--- config.mk ---
export PLATFORM = sky130hd
export DESIGN_NAME = la_cellbist
export DESIGN_NICKNAME = d
export VERILOG_FILES = /design/src/rtl/la_cellbist_pkg.sv /design/src/rtl/la_misr.sv /design/src/rtl/la_cellbist.sv
export SDC_FILE = /design/constraint.sdc
export NUM_CORES = 1
export LEC_CHECK = 0
export CAP_MARGIN = 20
export CORE_MARGIN = 5
export CORE_UTILIZATION = 41
export CTS_CLUSTER_DIAMETER = 150
export DETAILED_ROUTE_END_ITERATION = 8
export PLACE_DENSITY_LB_ADDON = 0.12
export SETUP_SLACK_MARGIN = 0.2
export SYNTH_ARGS = -nofsm -noshare
export SYNTH_HDL_FRONTEND = slang
export SYNTH_SLANG_ARGS = --single-unit
--- constraint.sdc ---
create_clock -name clk -period 1.4 [get_ports clk]
set_input_delay 0.14 -clock clk [delete_from_list [all_inputs] [get_ports clk]]
set_output_delay 0.14 -clock clk [all_outputs]
set_load 0.05 [all_outputs]
--- src/rtl/la_cellbist_pkg.sv ---
// Shared stdlib BIST definitions: FSM state encoding and default MISR polynomials.
package la_cellbist_pkg;

  typedef enum logic [1:0] {
    ST_IDLE = 2'd0,
    ST_RUN  = 2'd1,
    ST_DONE = 2'd2
  } bist_state_e;

  // Default MISR feedback taps (x^SIGW term implicit) for the common widths.
  localparam logic [15:0] BIST_POLY16 = 16'h1021;
  localparam logic [7:0]  BIST_POLY8  = 8'h07;

endpackage

--- src/rtl/la_misr.sv ---
// Multiple-input signature register compacting one cell output bit per update.
module la_misr
  import la_cellbist_pkg::*;
#(
  parameter int              SIGW = 16,
  parameter logic [SIGW-1:0] POLY = SIGW'(BIST_POLY16),
  parameter string           PROP = "DEFAULT"
) (
  input  logic            clk,
  input  logic            nreset,
  input  logic            clear,
  input  logic            en,
  input  logic            din,
  output logic [SIGW-1:0] sig
);

  logic [SIGW-1:0] sig_q;
  logic [SIGW-1:0] sig_step;

  // Shift left, fold the outgoing MSB back through the polynomial, inject din at bit 0.
  assign sig_step = {sig_q[SIGW-2:0], 1'b0}
                  ^ (sig_q[SIGW-1] ? POLY : '0)
                  ^ {{(SIGW-1){1'b0}}, din};

  assign sig = sig_q;

  if (PROP == "NOENABLE") begin : g_mux
    // Flows that avoid enable flops get an explicit hold mux in front of a free-running register.
    logic [SIGW-1:0] sig_d;

    // Select clear / update / hold ahead of the register.
    always_comb begin
      sig_d = sig_q;
      if (clear) begin
        sig_d = '0;
      end else if (en) begin
        sig_d = sig_step;
      end
    end

    // Signature register, synchronous active-low reset.
    always_ff @(posedge clk) begin
      if (!nreset) begin
        sig_q <= '0;
      end else begin
        sig_q <= sig_d;
      end
    end
  end else begin : g_en
    // Signature register with clear taking priority over an update.
    always_ff @(posedge clk) begin
      if (!nreset) begin
        sig_q <= '0;
      end else if (clear) begin
        sig_q <= '0;
      end else if (en) begin
        sig_q <= sig_step;
      end
    end
  end

endmodule

--- src/rtl/la_cellbist.sv ---
// Exhaustive-pattern BIST around a small combinational cell: vector generator, settle timer,
// MISR compaction of the cell output and a final compare against a golden signature.
module la_cellbist
  import la_cellbist_pkg::*;
#(
  parameter int              N      = 5,
  parameter int              SETTLE = 2,
  parameter int              SIGW   = 16,
  parameter logic [SIGW-1:0] POLY   = SIGW'(BIST_POLY16),
  parameter string           PROP   = "DEFAULT"
) (
  input  logic            clk,
  input  logic            nreset,
  input  logic            start,
  input  logic [SIGW-1:0] golden,
  output logic [N-1:0]    dut_in,
  input  logic            dut_z,
  output logic            busy,
  output logic            done,
  output logic            pass,
  output logic [SIGW-1:0] signature
);

  localparam int             SCW         = $clog2(SETTLE + 1);
  localparam logic [SCW-1:0] SETTLE_LAST = SCW'(SETTLE - 1);
  localparam logic [N-1:0]   VEC_LAST    = '1;

  bist_state_e     state_q, state_d;
  logic [N-1:0]    vec_q, vec_d;
  logic [SCW-1:0]  settle_q, settle_d;
  logic            pass_q, pass_d;
  logic            misr_clear;
  logic            misr_en;
  logic [SIGW-1:0] misr_next;

  // The value the MISR will take on an update edge; used so pass reflects the final signature.
  assign misr_next = {signature[SIGW-2:0], 1'b0}
                   ^ (signature[SIGW-1] ? POLY : '0)
                   ^ {{(SIGW-1){1'b0}}, dut_z};

  // Next-state and datapath control: start a run, hold each vector SETTLE cycles, finish on all-ones.
  always_comb begin
    state_d    = state_q;
    vec_d      = vec_q;
    settle_d   = settle_q;
    pass_d     = pass_q;
    misr_clear = 1'b0;
    misr_en    = 1'b0;
    case (state_q)
      ST_IDLE, ST_DONE: begin
        if (start) begin
          state_d    = ST_RUN;
          vec_d      = '0;
          settle_d   = '0;
          pass_d     = 1'b0;
          misr_clear = 1'b1;
        end
      end
      ST_RUN: begin
        if (settle_q == SETTLE_LAST) begin
          misr_en = 1'b1;
          if (vec_q == VEC_LAST) begin
            state_d = ST_DONE;
            pass_d  = (misr_next == golden);
          end else begin
            vec_d    = vec_q + N'(1);
            settle_d = '0;
          end
        end else begin
          settle_d = settle_q + SCW'(1);
        end
      end
      default: begin
        state_d = ST_IDLE;
      end
    endcase
  end

  // State, vector, settle and pass registers; reset abandons any run in progress.
  always_ff @(posedge clk) begin
    if (!nreset) begin
      state_q  <= ST_IDLE;
      vec_q    <= '0;
      settle_q <= '0;
      pass_q   <= 1'b0;
    end else begin
      state_q  <= state_d;
      vec_q    <= vec_d;
      settle_q <= settle_d;
      pass_q   <= pass_d;
    end
  end

  la_misr #(
    .SIGW (SIGW),
    .POLY (POLY),
    .PROP (PROP)
  ) u_misr (
    .clk    (clk),
    .nreset (nreset),
    .clear  (misr_clear),
    .en     (misr_en),
    .din    (dut_z),
    .sig    (signature)
  );

  // Stimulus comes straight from the vector flops so the cell sees glitch-free inputs.
  assign dut_in = vec_q;
  assign busy   = (state_q == ST_RUN);
  assign done   = (state_q == ST_DONE);
  assign pass   = pass_q;

endmodule

==> run metrics, run 1 <==
status=finished, violations left; failing checks=negative setup slack; Tot Pwr=approximately 1600 uW; cell taking the most area after synthesis=dfxtp_1; cell count after synthesis=between 150 and 200; RSZ-0062 raised after global routing=true; Worst Clk Skew=around 8.5 ps; Synth top area share=0.383; syn nets=between 150 and 200; pins over their slew limit=0; largest net degree at the start of global routing=16; Worst Reg2Reg Path Length in Cells=7; Die W=approximately 68 um; Worst setup startpoint=dut_in[0]$_SDFFE_PN0P_; Setup WS post-layout=-140 ps; area grow syn2layout=81.6%; CP Class=flip-flop to flip-flop; Crit path required time=~1700 ps; Mapped Area=~0.0014 mm2; CP Max Fanout=5; core area=0.00328 mm2; DR vias=1321; Critical Path AT=1810 ps; IO Port Bufs=43; Synth cell types=29; Syn Area/Cell=8.14 um2; Post-synth EDFFs=0; clk buf depth=2; Final setup violation count=8; Hold Crit Class=input port to flip-flop; Hold Vio Cnt, Final=0; Worst VDD drop=approximately 0.00043 V; placed instance count=259; post-place setup slack=-92.4 ps; Min-Delay Path Depth=3; Worst Hold Slack=~480 ps; final cell count without fillers=about 270; DR pass1 iterations=4; register area share after synthesis=0.383; Pleak=0.000941 uW; worst r2r src=dut_in[0]$_SDFFE_PN0P_; vias in the first global route=between 1000 and 1500; worst min-delay path startpoint=nreset; PD cells=~650 mW/mm2; WL per Instance=roughly 14 um; GRT overflow=0; Die Span Y=between 60 and 70 um; setup_tns=-545 ps; IO Pins=44; ys flop type=dfxtp_1; drt first-iter violations=38; Std-Cell Rows=21; H-tree Lvls=1; die area=~0.0046 mm2; Initial Utilization=0.414; initial antenna violation count=0; clock transition at the registers of the reported paths=150 ps; CP startpoint kind=flip-flop; CTS Buf Count=3; Synth top cells by count=33 x nand2_1, 26 x dfxtp_1, 16 x a21oi_1; Clk Latency, worst-skew pair=around 340 ps; Routed Wire Length=slightly below 4000 um; hpwl dp=between 2000 and 3000 um; Root Buffer Master=clkbuf_4; gr usage total=0.176; Routed Antenna Nets=0; Antenna diodes=0; nets@finish=around 250; number of remaining DRC errors=0; vias per std cell=roughly 4.8; Sink Count=26; Final period util=1.10; flops & latches, synth=26; global-route wire length before repair=between 6000 and 7000 um; layout cells sized above 1=0.439; most common cell in the netlist=nand2_1; worst slew pin tran=about 300 ps; fin crit period=approximately 1500 ps; Area contributors post-synth=dfxtp_1 38%, nand2_1 9.1%, buf_4 7.2%; crit end category=flip-flop; Ys Warns=0; hold-fix buffers at CTS=0; Slew HR=0.794; final weighted congestion in routability-driven placement=around 0.82; max frequency=approximately 650 MHz; maxcap violations=0; Synth async-reset ratio=0; CTS tree=done
-- registers in the layout, summed over array words and instances, names as in the netlist --
| signal | flops |
|---|---|
| settle_q | 2 |
| u_misr.sig | 16 |
| pass | 1 |
| state_q | 2 |
| dut_in | 5 |
-- repair_timing --
item,4_1_cts,5_1_grt
gates resized for setup,33,13
gates cloned,2,0
setup buffers,8,1
pin swaps,11,4
setup endpoints to repair,18,28
-- worst paths after layout --
check,endpoint,slack [ps]
worst max-delay path,dut_in[3]$_SDFFE_PN0P_,-140
worst min-delay path,pass$_SDFFE_PN0P_,480
worst max register to register,dut_in[3]$_SDFFE_PN0P_,-140
worst min register to register,settle_q[0]$_SDFFE_PN0P_,520
-- worst max-delay path, stage by stage, from the launching register on --
cell and delay (ps):
dfxtp_4 380, ha_4 150, and3_4 180, ha_4 160
inv_4 60, a21boi_4 70, or3_4 340, a21oi_2 140
-- cells by family after synthesis --
logic type,synth area share
DFF,0.383
adders and majority gates,0.0184
buffers and inverters,0.108
xor gates and xnor gates,0.116
AOI/OAI and AO/OA,0.164
and+or+nand+nor,0.211
-- layout make-up --
class,count,area (um2)
Timing Repair Buffer,78,956
Fill cell,213,817
Clock inverter,1,30.0
Inverter,4,17.5
Sequential cell,26,544
Multi-Input combinational cell,116,840
Clock buffer,3,22.5
Tap cell,46,57.6
-- where the power goes --
group | switching (uW) | internal, uW | total [uW]
registers | 14.5 | 745 | 760
clock network | 244 | 290 | 534
logic | 142 | 174 | 316
-- per-layer routing --
layer	share of wire	track usage	vias to the layer above
met5	0	0	-
met4	0.013	0.0633	0
met3	0.054	0.0283	5
met2	0.53	0.328	30
met1	0.40	0.198	611
li1	-	-	675
-- layout by cell type, fill, tap and decap left out, drive strengths merged, types with 2 or more instances in the layout --
cell type,n
buf,59
xnor2,8
nor3,2
nor4,2
ha,2
a211oi,3
o21ai,7
nand2b,2
nand3,6
xor2,10
a211o,2
nor2b,4
a21boi,6
nand2,33
and3,2
clkdlybuf4s50,19
or3,2
clkbuf,3
a21oi,16
dfxtp,26
nand4,2
inv,4
nor2,3
-- per-stage QoR --
stage | utilization | area, um2
after global routing | 0.751 | 2470
after floorplan | - | 1410
after CTS | 0.732 | 2400
after global placement | 0.666 | 2190
after detailed placement | 0.666 | 2190
final | 0.751 | 2470
Note: power is estimated with default switching activity, not from simulation.
==> run 2: changes to the inputs <==
--- a/config.mk
+++ b/config.mk
@@ -5,13 +5,16 @@
 export SDC_FILE = /design/constraint.sdc
 export NUM_CORES = 1
 export LEC_CHECK = 0
+export ABC_AREA = 1
 export CAP_MARGIN = 20
 export CORE_MARGIN = 5
-export CORE_UTILIZATION = 41
+export CORE_UTILIZATION = 43
 export CTS_CLUSTER_DIAMETER = 150
 export DETAILED_ROUTE_END_ITERATION = 8
+export GPL_ROUTABILITY_DRIVEN = 0
 export PLACE_DENSITY_LB_ADDON = 0.12
 export SETUP_SLACK_MARGIN = 0.2
 export SYNTH_ARGS = -nofsm -noshare
 export SYNTH_HDL_FRONTEND = slang
 export SYNTH_SLANG_ARGS = --single-unit
+export TNS_END_PERCENT = 5
==> run metrics, run 2 <==
status=finished, violations left; failing checks=negative setup slack; Post-synth EDFFs=0; maxcap violations=0; Setup WS post-layout=-99.9 ps; RSZ-0062 raised after global routing=true; clock transition at the registers of the reported paths=about 90 ps; Synth cell types=26; Hold Crit Class=flip-flop to flip-flop; Die W=between 70 and 80 um; Initial Utilization=0.441; CP Class=flip-flop to flip-flop; Routed Antenna Nets=0; Worst Hold Slack=465 ps; Clk Latency, worst-skew pair=280 ps; gr usage total=0.148; Worst VDD drop=between 0.0008 and 0.0009 V; Final period util=1.07; number of remaining DRC errors=0; CP startpoint kind=flip-flop; setup_tns=-525 ps; sw power=about 1200 uW; largest net degree at the start of global routing=19; Critical Path AT=approximately 1700 ps; core area=between 0.003 and 0.004 mm2; Crit path required time=about 1600 ps; most frequent cells in the layout=60 x nand2_1, 41 x inv_1, 36 x nor2_1, 23 x buf_12, 21 x dfxtp_1; # Post-CTS Setup Buffers=0; GRT overflow=0; PD cells=about 1200 mW/mm2; commonest non-fill, non-tap cell in the layout=nand2_1; initial antenna violation count=0; Mapped Area=around 0.0016 mm2; area grow syn2layout=50.4%; DR pass1 iterations=4; most common cell in the netlist=nand2_1; fin crit period=about 1500 ps; switching share of power=0.419; IO Pins=44; Logic pwr share=0.510; Ys Warns=0; Worst Reg2Reg Path Length in Cells=12; worst slew pin tran=310 ps; Sink Count=26; placed instance count=roughly 320; drt first-iter violations=89; r2r endpoint=pass$_SDFFE_PN0P_; CP Capture Point=pass$_SDFFE_PN0P_; max frequency=roughly 670 MHz; DR vias=approximately 1500; ys flop type=dfxtp_1; Clock power frac=0.169; Hold Vio Cnt, Final=0; Std-Cell Rows=22; nets@finish=around 300; hold-fix buffers at CTS=0; Root Buffer Master=clkbuf_8; share of power burned in registers=0.321; Worst Clk Skew=roughly 3.8 ps; Pleak=between 0.001 and 0.0015 uW; R2R setup slack=-100 ps; layout cells sized above 1=0.289; Slew HR=0.792; vias per std cell=between 4 and 5; flops & latches, synth=26; Die Span Y=between 70 and 80 um; crit end category=flip-flop; Synth async-reset ratio=0; P_int=between 1500 and 2000 uW; pins over their slew limit=0; Synth top cells by count=62 x nand2_1, 46 x inv_1, 37 x nor2_1; CTS Buf Count=3; cell taking the most area after synthesis=dfxtp_1; # fillers=326; die area=0.00505 mm2; register area share after synthesis=0.324; cell count after synthesis=about 240; Routed Wire Length=3590 um; CTS tree=done; final cell count without fillers=roughly 330; syn nets=260; H-tree Lvls=1; hpwl dp=roughly 2800 um; clk buf depth=2; worst r2r src=dut_in[1]$_SDFFE_PN0P_; WL per Instance=roughly 11 um; max FFs per register=16; CP Max Fanout=2; IO Port Bufs=43; Antenna diodes=0; Final setup violation count=9; Worst setup startpoint=dut_in[1]$_SDFFE_PN0P_; Syn Area/Cell=around 6.7 um2; Area contributors post-synth=dfxtp_1 32%, nand2_1 15%, inv_1 11%; vias in the first global route=roughly 1300; Synth top area share=0.324; global-route wire length before repair=around 6000 um
[run 2: cell types whose count changed after synthesis, sizes merged, moves of 10 or more]
cell / before / now
inv: 4 / 48
nand2: 33 / 67
a21oi: 16 / 5
xor2: 10 / 0
a211oi: 3 / 17
nor2: 3 / 39
[run 2: logic make-up (layout without fill, tap and decap cells)]
kind of cell | after synthesis | in the layout | synth area share
AO/OA/AOI/OAI | 26 | 26 | 0.140
XOR/XNOR | 2 | 2 | 0.0109
adder cells (fa/ha/maj) | 2 | 2 | 0.0156
buffers and inverters | 65 | 107 | 0.199
flip-flops | 26 | 26 | 0.324
AND/OR/NAND/NOR | 117 | 117 | 0.310
[run 2: layout make-up]
cell class                      count  area (um2)  area share
Inverter                           49         191      0.0794
Multi-Input combinational cell    147         817       0.339
Tap cell                           48        60.1      0.0249
Timing Repair Buffer               54         752       0.312
Sequential cell                    26         537       0.223
Clock buffer                        4        55.1      0.0228
[run 2: power groups by stage]
stage	sequential, uW	combinational [uW]	clock (uW)
floorplan	1010	881	0
global placement	953	1440	0
detailed placement	956	1460	0
CTS	944	1480	512
global route	962	1630	546
finish	950	1510	499
[run 2: metrics by stage]
step	setup WS, ps	util	power [uW]	cell area, um2
after global placement	-94.7	0.637	2390	2320
after detailed placement	-124	0.637	2420	2320
final	-99.9	0.664	2960	2410
after global routing	-223	0.664	3140	2410
after CTS	-142	0.656	2940	2380
after floorplan	-160	-	1890	1640
[run 2: worst min-delay path by stage]
stage                        startpoint                       end  slack [ps]  cells past startpoint
6_report       settle_q[1]$_SDFFE_PN0P_  settle_q[1]$_SDFFE_PN0P_         460                      2
5_1_grt        settle_q[1]$_SDFFE_PN0P_  settle_q[1]$_SDFFE_PN0P_         480                      2
4_1_cts        settle_q[1]$_SDFFE_PN0P_  settle_q[1]$_SDFFE_PN0P_         460                      2
3_5_place_dp   settle_q[1]$_SDFFE_PN0P_  settle_q[1]$_SDFFE_PN0P_         450                      2
3_3_place_gp   settle_q[1]$_SDFFE_PN0P_  settle_q[1]$_SDFFE_PN0P_         450                      2
2_1_floorplan                    nreset  settle_q[0]$_SDFFE_PN0P_         270                      2
[run 2: timing repair]
action	CTS	global route
cloned	0	0
resized for setup	8	8
pin swaps	3	5
endpoints found under the setup margin	24	24
[run 2: critical path, cell delays in order, from the launching register on]
cell and delay [ps]:
dfxtp_4 370, ha_4 130, inv_2 40, nor3_4 100
ha_2 190, inv_2 40, nor2_2 110, nor2_1 70
nor2_1 80, nand2_1 50, nor2_1 90, nand2_1 70
a21oi_2 100
[run 2: per-layer routing]
metal / track usage / vias to the layer above / share of wire
li1: - / 799 / -
met1: 0.194 / 633 / 0.47
met2: 0.232 / 32 / 0.46
met3: 0.0384 / 5 / 0.054
met4: 0.0564 / 0 / 0.016
met5: 0 / - / 0
